### src/rtl/keypad_scanner.sv
// keypad_scanner: 4x4 active-low matrix scanner, one key at a time, tick-based debounce.
// key/key_valid register on the accepting tick; optional KEYPAD_AUTOREPEAT_EN re-pulses while held.
module keypad_scanner #(
   parameter int SCAN_DIV       = 48000,
   parameter int DEBOUNCE_TICKS = 20
) (
   input  logic       clk,
   input  logic       reset,
   input  logic [3:0] row,
   output logic [3:0] col,
   output logic [3:0] key,
   output logic       key_valid,
   output logic       key_held
);

   localparam int DIV_W  = $clog2(SCAN_DIV);
   localparam int DCNT_W = $clog2(DEBOUNCE_TICKS + 1);
   localparam logic [DIV_W-1:0]  DIV_LAST  = DIV_W'(SCAN_DIV - 1);
   localparam logic [DCNT_W-1:0] DCNT_LAST = DCNT_W'(DEBOUNCE_TICKS - 1);

   typedef enum logic [1:0] {
      SCAN     = 2'd0,
      DEBOUNCE = 2'd1,
      HELD     = 2'd2,
      RELEASE  = 2'd3
   } state_t;

   state_t              state_q, state_d;
   logic [3:0]          sync1_q, sync1_d;
   logic [3:0]          rs_q, rs_d;
   logic [DIV_W-1:0]    div_q, div_d;
   logic [DCNT_W-1:0]   dcnt_q, dcnt_d;
   logic [1:0]          cidx_q, cidx_d;
   logic [1:0]          ridx_q, ridx_d;
   logic [3:0]          col_q, col_d;
   logic [3:0]          key_q, key_d;
   logic                key_valid_q, key_valid_d;
   logic                key_held_q, key_held_d;
   logic                tick;
   logic                row_open;

`ifdef KEYPAD_AUTOREPEAT_EN
   localparam int RPT_W = $clog2(4 * DEBOUNCE_TICKS + 1);
   localparam logic [RPT_W-1:0] RPT_LAST = RPT_W'(4 * DEBOUNCE_TICKS - 1);
   logic [RPT_W-1:0]    rcnt_q, rcnt_d;
`endif

   function automatic logic [1:0] low_row(input logic [3:0] r);
      logic [1:0] idx;
      if (!r[0])      idx = 2'd0;
      else if (!r[1]) idx = 2'd1;
      else if (!r[2]) idx = 2'd2;
      else            idx = 2'd3;
      return idx;
   endfunction

   function automatic logic [3:0] key_map(input logic [1:0] r, input logic [1:0] c);
      logic [3:0] k;
      case ({r, c})
         4'b00_00: k = 4'h1;
         4'b00_01: k = 4'h2;
         4'b00_10: k = 4'h3;
         4'b00_11: k = 4'hA;
         4'b01_00: k = 4'h4;
         4'b01_01: k = 4'h5;
         4'b01_10: k = 4'h6;
         4'b01_11: k = 4'hB;
         4'b10_00: k = 4'h7;
         4'b10_01: k = 4'h8;
         4'b10_10: k = 4'h9;
         4'b10_11: k = 4'hC;
         4'b11_00: k = 4'hE;
         4'b11_01: k = 4'h0;
         4'b11_10: k = 4'hF;
         default:  k = 4'hD;
      endcase
      return k;
   endfunction

   always_comb begin
      sync1_d     = row;
      rs_d        = sync1_q;
      tick        = (div_q == DIV_LAST);
      div_d       = tick ? '0 : div_q + 1'b1;
      state_d     = state_q;
      dcnt_d      = dcnt_q;
      cidx_d      = cidx_q;
      ridx_d      = ridx_q;
      key_d       = key_q;
      key_valid_d = 1'b0;
      row_open    = rs_q[ridx_q];
`ifdef KEYPAD_AUTOREPEAT_EN
      rcnt_d      = rcnt_q;
`endif

      if (tick) begin
         case (state_q)
            SCAN: begin
               if (rs_q != 4'hF) begin
                  ridx_d  = low_row(rs_q);
                  dcnt_d  = '0;
                  state_d = DEBOUNCE;
               end else begin
                  cidx_d = cidx_q + 2'd1;
               end
            end
            DEBOUNCE: begin
               if (row_open) begin
                  state_d = SCAN;
                  cidx_d  = cidx_q + 2'd1;
               end else if (dcnt_q == DCNT_LAST) begin
                  state_d     = HELD;
                  key_d       = key_map(ridx_q, cidx_q);
                  key_valid_d = 1'b1;
`ifdef KEYPAD_AUTOREPEAT_EN
                  rcnt_d      = '0;
`endif
               end else begin
                  dcnt_d = dcnt_q + 1'b1;
               end
            end
            HELD: begin
               if (row_open) begin
                  dcnt_d  = '0;
                  state_d = RELEASE;
               end else begin
`ifdef KEYPAD_AUTOREPEAT_EN
                  // Repeat count only advances on ticks actually spent held down.
                  if (rcnt_q == RPT_LAST) begin
                     rcnt_d      = '0;
                     key_valid_d = 1'b1;
                  end else begin
                     rcnt_d = rcnt_q + 1'b1;
                  end
`endif
               end
            end
            RELEASE: begin
               if (!row_open) begin
                  state_d = HELD;
               end else if (dcnt_q == DCNT_LAST) begin
                  state_d = SCAN;
                  cidx_d  = cidx_q + 2'd1;
               end else begin
                  dcnt_d = dcnt_q + 1'b1;
               end
            end
            default: state_d = SCAN;
         endcase
      end

      // Column drive always follows the column index, so it is one-hot-low by construction.
      col_d      = ~(4'd1 << cidx_d);
      key_held_d = (state_d == HELD) || (state_d == RELEASE);
   end

   always_ff @(posedge clk or posedge reset) begin
      if (reset) begin
         state_q     <= SCAN;
         sync1_q     <= 4'hF;
         rs_q        <= 4'hF;
         div_q       <= '0;
         dcnt_q      <= '0;
         cidx_q      <= 2'd0;
         ridx_q      <= 2'd0;
         col_q       <= 4'b1110;
         key_q       <= 4'h0;
         key_valid_q <= 1'b0;
         key_held_q  <= 1'b0;
`ifdef KEYPAD_AUTOREPEAT_EN
         rcnt_q      <= '0;
`endif
      end else begin
         state_q     <= state_d;
         sync1_q     <= sync1_d;
         rs_q        <= rs_d;
         div_q       <= div_d;
         dcnt_q      <= dcnt_d;
         cidx_q      <= cidx_d;
         ridx_q      <= ridx_d;
         col_q       <= col_d;
         key_q       <= key_d;
         key_valid_q <= key_valid_d;
         key_held_q  <= key_held_d;
`ifdef KEYPAD_AUTOREPEAT_EN
         rcnt_q      <= rcnt_d;
`endif
      end
   end

   assign col       = col_q;
   assign key       = key_q;
   assign key_valid = key_valid_q;
   assign key_held  = key_held_q;

endmodule

### config.mk
export PLATFORM = sky130hd
export DESIGN_NAME = keypad_scanner
export DESIGN_NICKNAME = d
export VERILOG_FILES = /design/src/rtl/keypad_scanner.sv
export SDC_FILE = /design/constraint.sdc
export NUM_CORES = 1
export LEC_CHECK = 0
export ABC_AREA = 1
export CAP_MARGIN = 20
export CORE_ASPECT_RATIO = 1.1
export CORE_UTILIZATION = 53
export CTS_CLUSTER_DIAMETER = 150
export DETAILED_ROUTE_END_ITERATION = 10
export HOLD_SLACK_MARGIN = 0.12
export PLACE_DENSITY = 0.76
export SYNTH_ARGS = -nofsm -noshare
export SYNTH_HDL_FRONTEND = slang
export SYNTH_SLANG_ARGS = --single-unit
### constraint.sdc
create_clock -name clk -period 1.4 [get_ports clk]
set_clock_uncertainty 0.05 [all_clocks]
set_input_delay 0.28 -clock clk [delete_from_list [all_inputs] [get_ports clk]]
set_output_delay 0.28 -clock clk [all_outputs]
set_load 0.03 [all_outputs]
==> results.sh, run 1 <==
export IMPL_syn_nets=301
export IMPL_reg2regPathDepth=8
export IMPL_dieArea_mm2=0.004716
export IMPL_regToRegEndpoint="col[0]"
export IMPL_fmax_ghz=0.5793
export IMPL_worstSetupPathType="reg -> reg"
export IMPL_cts_sinks=45
export IMPL_failed_checks="negative setup slack"
export IMPL_synth_ff_type="dfrtp_1"
export IMPL_synth_seq_area_share_pct=48.38
export IMPL_syn_area_mm2=0.002356
export IMPL_hold_viol=0
export IMPL_n_antenna_cell=0
export IMPL_cap_violations=0
export IMPL_cp_num_buf_inv=2
export IMPL_grt_overflow=0
export IMPL_wl_met3_um=541
export IMPL_placed_area_mm2=0.002978
export IMPL_drc=0
export IMPL_clk_pin_slew_ps=100
export IMPL_drive_gt1_share_pct=51.56
export IMPL_clockRootBuffer="clkbuf_8"
export IMPL_grt_use_total_pct=29.52
export IMPL_portBuffers=15
export IMPL_cts_tree="yes"
export IMPL_ff_latch_area_mm2=0.001142
export IMPL_netlist_top_cells_count="81 x nand2_1, 35 x inv_1, 34 x dfrtp_1, 30 x nor2_1, 15 x o21ai_0"
export IMPL_path_cells="nand2_1 -> o21ai_0 -> buf_4 -> o21bai_1 -> nand3_2 -> nand2_4 -> inv_2 -> nand2_1"
export IMPL_via_per_inst=5.756
export IMPL_ys_warn_count=0
export IMPL_slew_limit_headroom_pct=79.05
export IMPL_cp_slowest_stage_delay_ps=580
export IMPL_hold_slack_ps=310.5
export IMPL_wl_met2_mm=4.067
export IMPL_finalMaxSlewViolations=0
export IMPL_fill_cells=186
export IMPL_cp_common_cell="nand2_1"
export IMPL_grt_pass1_vias=2396
export IMPL_post_dp_hpwl_mm=3.627
export IMPL_synth_area_leaders="dfrtp_1 36%, nand2_1 13%, dfstp_2 12%, inv_1 5.6%, nor2_1 4.8%"
export IMPL_firstDrtPassIters=5
export IMPL_cp_top_family="flip-flops"
export IMPL_grt_pass1_wl_mm=10.54
export IMPL_ff2ff_setup_slack_ps=-330
export IMPL_die_h_um=71.93
export IMPL_min_path_type="reg -> reg"
export IMPL_status="finished, violations left"
export IMPL_synthCells=289
export IMPL_synth_async_reset_ratio_pct=100.0
export IMPL_met1_length_mm=3.128
export IMPL_critical_path_startpoint="rs_q[0]"
export IMPL_row_count=25
export IMPL_instances_no_fill=438
export IMPL_drt_wl_total_mm=8.090
export IMPL_cts_buffers_inserted=5
export IMPL_initial_core_util_pct=54.98
export IMPL_top_layer_used="met4"
export IMPL_final_cell_area_mm2=0.003661
export IMPL_period_share_pct=123.3
export IMPL_setup_violations=34
export IMPL_synth_edf_count=0
export IMPL_layout_min_cycle_time_ps=1726
export IMPL_wire_per_inst_um=18.47
export IMPL_die_w_um=65.57
export IMPL_design_core_area_mm2=0.004285
export IMPL_p_leak_uw=0.001797
export IMPL_worstMarginPinSlew_ps=313.1
export IMPL_crit_fanout=4
export IMPL_synth_seq_cells=45
export IMPL_antenna_found_initial=0
export IMPL_postRouteAntennaNets=0
export IMPL_worst_setup_path_end_kind="flip-flop"
export IMPL_vias=2521
export IMPL_avgSynthCellArea_um2=8.152
export IMPL_clkLatencyLatePin_ps=320
export IMPL_critPathLaunchType="flip-flop"
export IMPL_r2r_start="rs_q[0]"
export IMPL_htree_levels=2
export IMPL_critPathArrivalTime_ps=1880
export IMPL_min_to="rs_q[3]"
export IMPL_yosysTopAreaCell="dfrtp_1"
export IMPL_rsz0062_at_grt="yes"
export IMPL_top_level_ports=16
export IMPL_worstPathRequired_ps=1550
export IMPL_hp_start="rs_d[3]"
export IMPL_dp_cells=408
export IMPL_yosysTopAreaCellShare_pct=36.11
export IMPL_multi_input_area_mm2=0.001399
export IMPL_yosysMostFrequentCell="nand2_1"
export IMPL_synth_cell_types=30
export IMPL_crit_path_top_delay_cell="dfstp_2"
export IMPL_clockBufferDepth=2
export IMPL_nets=395
export IMPL_holdPathStages=0
export IMPL_drt_initial_drc_count=231
export IMPL_syn_to_final_growth_pct=55.39
export IMPL_peakVddDrop_mv=0.7016
export IMPL_cellPowerDensity_mw_per_mm2=722.8
export IMPL_place_congestion=0.8696
export IMPL_grt_max_degree=32
export IMPL_setup_ws_ps=-326.3
layout make-up:
type                       count  area share (%)
clock inverter                 3           1.777
sequential                    45           31.20
timing repair buffer          90           21.12
multi-input combinational    204           38.21
clock buffer                   5           1.880
tap                           54           1.846
inverter                      37           3.964
power by group:
| group | total (µW) | internal, µW | switching, µW |
|---|---|---|---|
| Clock | 1220 | 710 | 510 |
| Sequential | 1330 | 1320 | 9.52 |
| Combinational | 95.8 | 40.4 | 55.3 |
| Total | 2650 | 2070 | 575 |
routing by layer:
layer,vias to the layer above,global-route usage [%]
met5,-,0
met4,0,14.49
met3,34,7.075
met2,143,51.43
met1,1241,33.61
li1,1103,-
cell usage in the layout, fill, tap and decap left out, drive strengths merged:
cell | synthesis | final
clkdlybuf4s15 | 0 | 3
dlygate4sd3 | 0 | 1
o21ai | 18 | 18
clkdlybuf4s50 | 0 | 5
clkbuf | 0 | 7
ha | 6 | 6
nor2 | 38 | 38
a211oi | 1 | 1
nand2 | 88 | 88
or2 | 3 | 3
buf | 3 | 77
dfstp | 11 | 11
inv | 37 | 35
nor4 | 2 | 2
nand4 | 5 | 5
xnor2 | 2 | 2
nor3 | 6 | 6
dfrtp | 34 | 34
a21oi | 9 | 9
o22ai | 2 | 2
dlygate4sd2 | 0 | 2
xor2 | 5 | 5
clkinvlp | 0 | 1
o21bai | 2 | 2
clkinv | 0 | 2
bufinv | 0 | 2
nand3 | 17 | 17
stage by stage:
step	power [µW]	worst slack (ps)	setup TNS, ps	util (%)
after detailed placement	1428	-201.3	-2924	69.49
after global routing	2682	-387.2	-8703	85.43
after floorplan	1385	-12.45	-21.65	-
after CTS	2596	-161.7	-2223	78.25
after global placement	1427	-120.3	-1507	69.49
final	2646	-326.3	-6728	85.43
worst register-to-register path, delay by kind of cell, from the launching register on:
kind                   cells  cell delay, ps
AO/OA/AOI/OAI              2             360
buffers and inverters      2             260
flip-flops                 1             580
AND/OR/NAND/NOR            4             370
flip-flops by register name, summed over array words and instances, names as in the netlist:
name,count
col,4
state_q,2
cidx_q,2
rs_d,4
key,4
key_held,1
div_q,16
key_valid,1
ridx_q,2
rs_q,4
dcnt_q,5
cell families after synthesis:
| group | count (synthesis) | synth area share [%] |
|---|---|---|
| xor+xnor | 7 | 2.602 |
| simple gates | 159 | 31.23 |
| compound gates | 32 | 7.700 |
| buf+inv | 40 | 6.904 |
| flops | 45 | 48.38 |
| fa+ha+maj | 6 | 3.186 |
worst max path at each step:
stage / to / slack (ps) / cells past startpoint
floorplan: dcnt_q[0] / -10 / 8
global placement: dcnt_q[0] / -120 / 8
detailed placement: dcnt_q[0] / -200 / 8
CTS: dcnt_q[0] / -160 / 8
global route: key[2] / -390 / 7
finish: col[0] / -330 / 8
what timing repair did:
| item | CTS | global route |
|---|---|---|
| endpoints found under the setup margin | 39 | 39 |
| endpoints found under the hold margin | 3 | 0 |
| pin swaps | 20 | 39 |
| resized for setup | 57 | 67 |
| hold buffers | 1 | 0 |
| buffers inserted | 8 | 14 |
Power figures use the tool's default switching activity.
==> inputs of run 2 (changes only) <==
--- a/config.mk
+++ b/config.mk
@@ -7,12 +7,14 @@
 export LEC_CHECK = 0
 export ABC_AREA = 1
 export CAP_MARGIN = 20
+export CELL_PAD_IN_SITES_DETAIL_PLACEMENT = 0
+export CELL_PAD_IN_SITES_GLOBAL_PLACEMENT = 2
 export CORE_ASPECT_RATIO = 1.1
-export CORE_UTILIZATION = 53
+export CORE_UTILIZATION = 32
 export CTS_CLUSTER_DIAMETER = 150
 export DETAILED_ROUTE_END_ITERATION = 10
 export HOLD_SLACK_MARGIN = 0.12
-export PLACE_DENSITY = 0.76
+export PLACE_DENSITY_LB_ADDON = 0.1
 export SYNTH_ARGS = -nofsm -noshare
 export SYNTH_HDL_FRONTEND = slang
 export SYNTH_SLANG_ARGS = --single-unit
==> run 2 against run 1 <==
  * The run ends with design-rule violations, negative setup slack left
  * Fmax up 11%
  * Via count down 17%
  * Highest routed layer unchanged
  * Total power down 17%
  * Clock power down 36%
  * Critical path type unchanged
  * Sequential power about the same
  * Register-to-register slack better by 170 ps
  * Sequential share of layout area up 0.82 points
==> results.sh, run 2 (synthesis gave the netlist of run 1 again) <==
export IMPL_crit_fanout=6
export IMPL_cts_tree="yes"
export IMPL_post_place_ws_ps=-244.2
export IMPL_r2r_start="div_q[1]"
export IMPL_intPower_uw=1710
export IMPL_dieArea_mm2=0.007710
export IMPL_clockRootBuffer="clkbuf_8"
export IMPL_wire_per_inst_um=12.08
export IMPL_grtUsageMet1_pct=20.59
export IMPL_htree_levels=2
export IMPL_grt_pass1_wl_mm=9.418
export IMPL_ff2ff_setup_slack_ps=-160
export IMPL_cp_num_buf_inv=1
export IMPL_cts_buffers_inserted=5
export IMPL_slew_limit_headroom_pct=79.38
export IMPL_nets=392
export IMPL_n_antenna_cell=0
export IMPL_grt_use_total_pct=15.38
export IMPL_peakVddDrop_mv=0.3867
export IMPL_worstPathRequired_ps=1540
export IMPL_worstSetupPathType="reg -> reg"
export IMPL_design_core_area_mm2=0.007087
export IMPL_place_congestion=0.7669
export IMPL_largest_register="div_q"
export IMPL_setup_violations=27
export IMPL_met2_usage_pct=25.48
export IMPL_final_cell_mix="64 x buf_4, 53 x nand2_1, 32 x dfrtp_1, 29 x inv_1, 28 x nand2_2"
export IMPL_postRouteAntennaNets=0
export IMPL_hold_viol=0
export IMPL_cp_slowest_stage_delay_ps=390
export IMPL_dp_cells=439
export IMPL_worstMarginPinSlew_ps=310.6
export IMPL_fill_cells=704
export IMPL_crit_path_top_delay_cell="dfrtp_1"
export IMPL_final_common_cell="buf_4"
export IMPL_post_dp_hpwl_mm=3.904
export IMPL_switching_power_uw=480.2
export IMPL_netSwitchingFraction_pct=21.92
export IMPL_p_seq_share_pct=60.6
export IMPL_grt_pass1_vias=2061
export IMPL_fmax_ghz=0.6426
export IMPL_setup_ws_ps=-156.3
export IMPL_instances_no_fill=466
export IMPL_layout_min_cycle_time_ps=1556
export IMPL_vias=2096
export IMPL_cts_sinks=45
export IMPL_drc=2
export IMPL_status="finished, violations left"
export IMPL_drive_gt1_share_pct=49.61
export IMPL_hold_slack_ps=283.5
export IMPL_clk_pin_slew_ps=90
export IMPL_p_leak_uw=0.001734
export IMPL_row_count=32
export IMPL_drt_wl_total_mm=5.627
export IMPL_grt_max_degree=46
export IMPL_power_frac_clock_pct=35.6
export IMPL_finish_utilization_pct=50.34
export IMPL_grt_use_met3_pct=2.700
export IMPL_total_power_uw=2190
export IMPL_min_path_type="in -> async"
export IMPL_regToRegEndpoint="dcnt_q[0]"
export IMPL_critPathLaunchType="flip-flop"
export IMPL_busiest_layer="met2"
export IMPL_largest_reg_flops=16
export IMPL_die_h_um=92.00
export IMPL_finalMaxSlewViolations=0
export IMPL_clockBufferDepth=2
export IMPL_portBuffers=15
export IMPL_antenna_found_initial=0
export IMPL_drt_initial_drc_count=51
export IMPL_top_level_ports=16
export IMPL_reg2regPathDepth=9
export IMPL_combPwrFrac_pct=3.8
export IMPL_syn_to_final_growth_pct=51.41
export IMPL_clkLatencyLatePin_ps=300
export IMPL_grt_overflow=0
export IMPL_period_share_pct=111.2
export IMPL_cap_violations=0
export IMPL_initial_core_util_pct=33.25
export IMPL_failed_checks="design-rule violations, negative setup slack"
export IMPL_hold_buffers=0
export IMPL_rsz0062_at_grt="yes"
export IMPL_path_cells="ha_4 -> nand2_4 -> nor2_4 -> nand2_2 -> nor2_4 -> nand4_1 -> buf_6 -> nand2_1 -> nand2_1"
export IMPL_critPathArrivalTime_ps=1690
export IMPL_worst_setup_path_end_kind="flip-flop"
export IMPL_cp_top_family="simple AND/OR/NAND/NOR gates"
export IMPL_firstDrtPassIters=7
export IMPL_via_per_inst=4.498
export IMPL_cellPowerDensity_mw_per_mm2=614.1
export IMPL_reg_top3="div_q: 16 flops, dcnt_q: 5 flops"
export IMPL_die_w_um=83.81
-- run 2: how the worst max path moves through the flow --
| stage | end | slack [ps] | cells after the start | from |
|---|---|---|---|---|
| final | dcnt_q[0] | -160 | 9 | div_q[1] |
| after global routing | col[0] | -230 | 10 | div_q[11] |
| after CTS | dcnt_q[0] | -120 | 8 | rs_q[1] |
| after detailed placement | dcnt_q[0] | -240 | 8 | div_q[1] |
| after global placement | key_valid | -240 | 8 | ridx_q[0] |
| after floorplan | dcnt_q[0] | -10 | 8 | div_q[0] |
-- run 2: repair_timing --
item                                   CTS  global route
buffers inserted                        10             9
endpoints found under the hold margin    0             0
pin swaps                               25            32
gates resized for setup                 55            57
setup endpoints to repair               36            36
-- run 2: power by group through the flow --
stage,Clock [µW],Combinational [µW],Sequential [µW]
finish,781,83.3,1330
floorplan,0,35.4,1350
CTS,826,83.9,1330
global placement,0,79.4,1350
detailed placement,0,79.6,1350
global route,864,95.5,1330
-- run 2: stage by stage --
step | TNS (ps) | area [µm²]
floorplan | -21.65 | 2381
global placement | -3197 | 3017
detailed placement | -3276 | 3017
CTS | -1615 | 3323
global route | -4857 | 3567
finish | -1839 | 3567
-- run 2: final cells by class --
type	count	area (µm²)	share of cell area [%]
multi-input cells	204	1364	38.23
well taps	85	106.4	2.981
clock buffers	8	80.08	2.245
flip-flops and latches	45	1142	32.02
inverters	37	141.4	3.964
repair buffers	87	733.2	20.55
-- run 2: worst min-delay path: cells and delay by family --
| family | cells | cell delay [ps] |
|---|---|---|
| buffers and inverters | 3 | 720 |
-- run 2: metal layers --
metal | vias up | part of all wire [%]
li1 | 1088 | -
met1 | 983 | 48
met2 | 19 | 49
met3 | 6 | 1.7
met4 | 0 | 1.1
met5 | - | 0
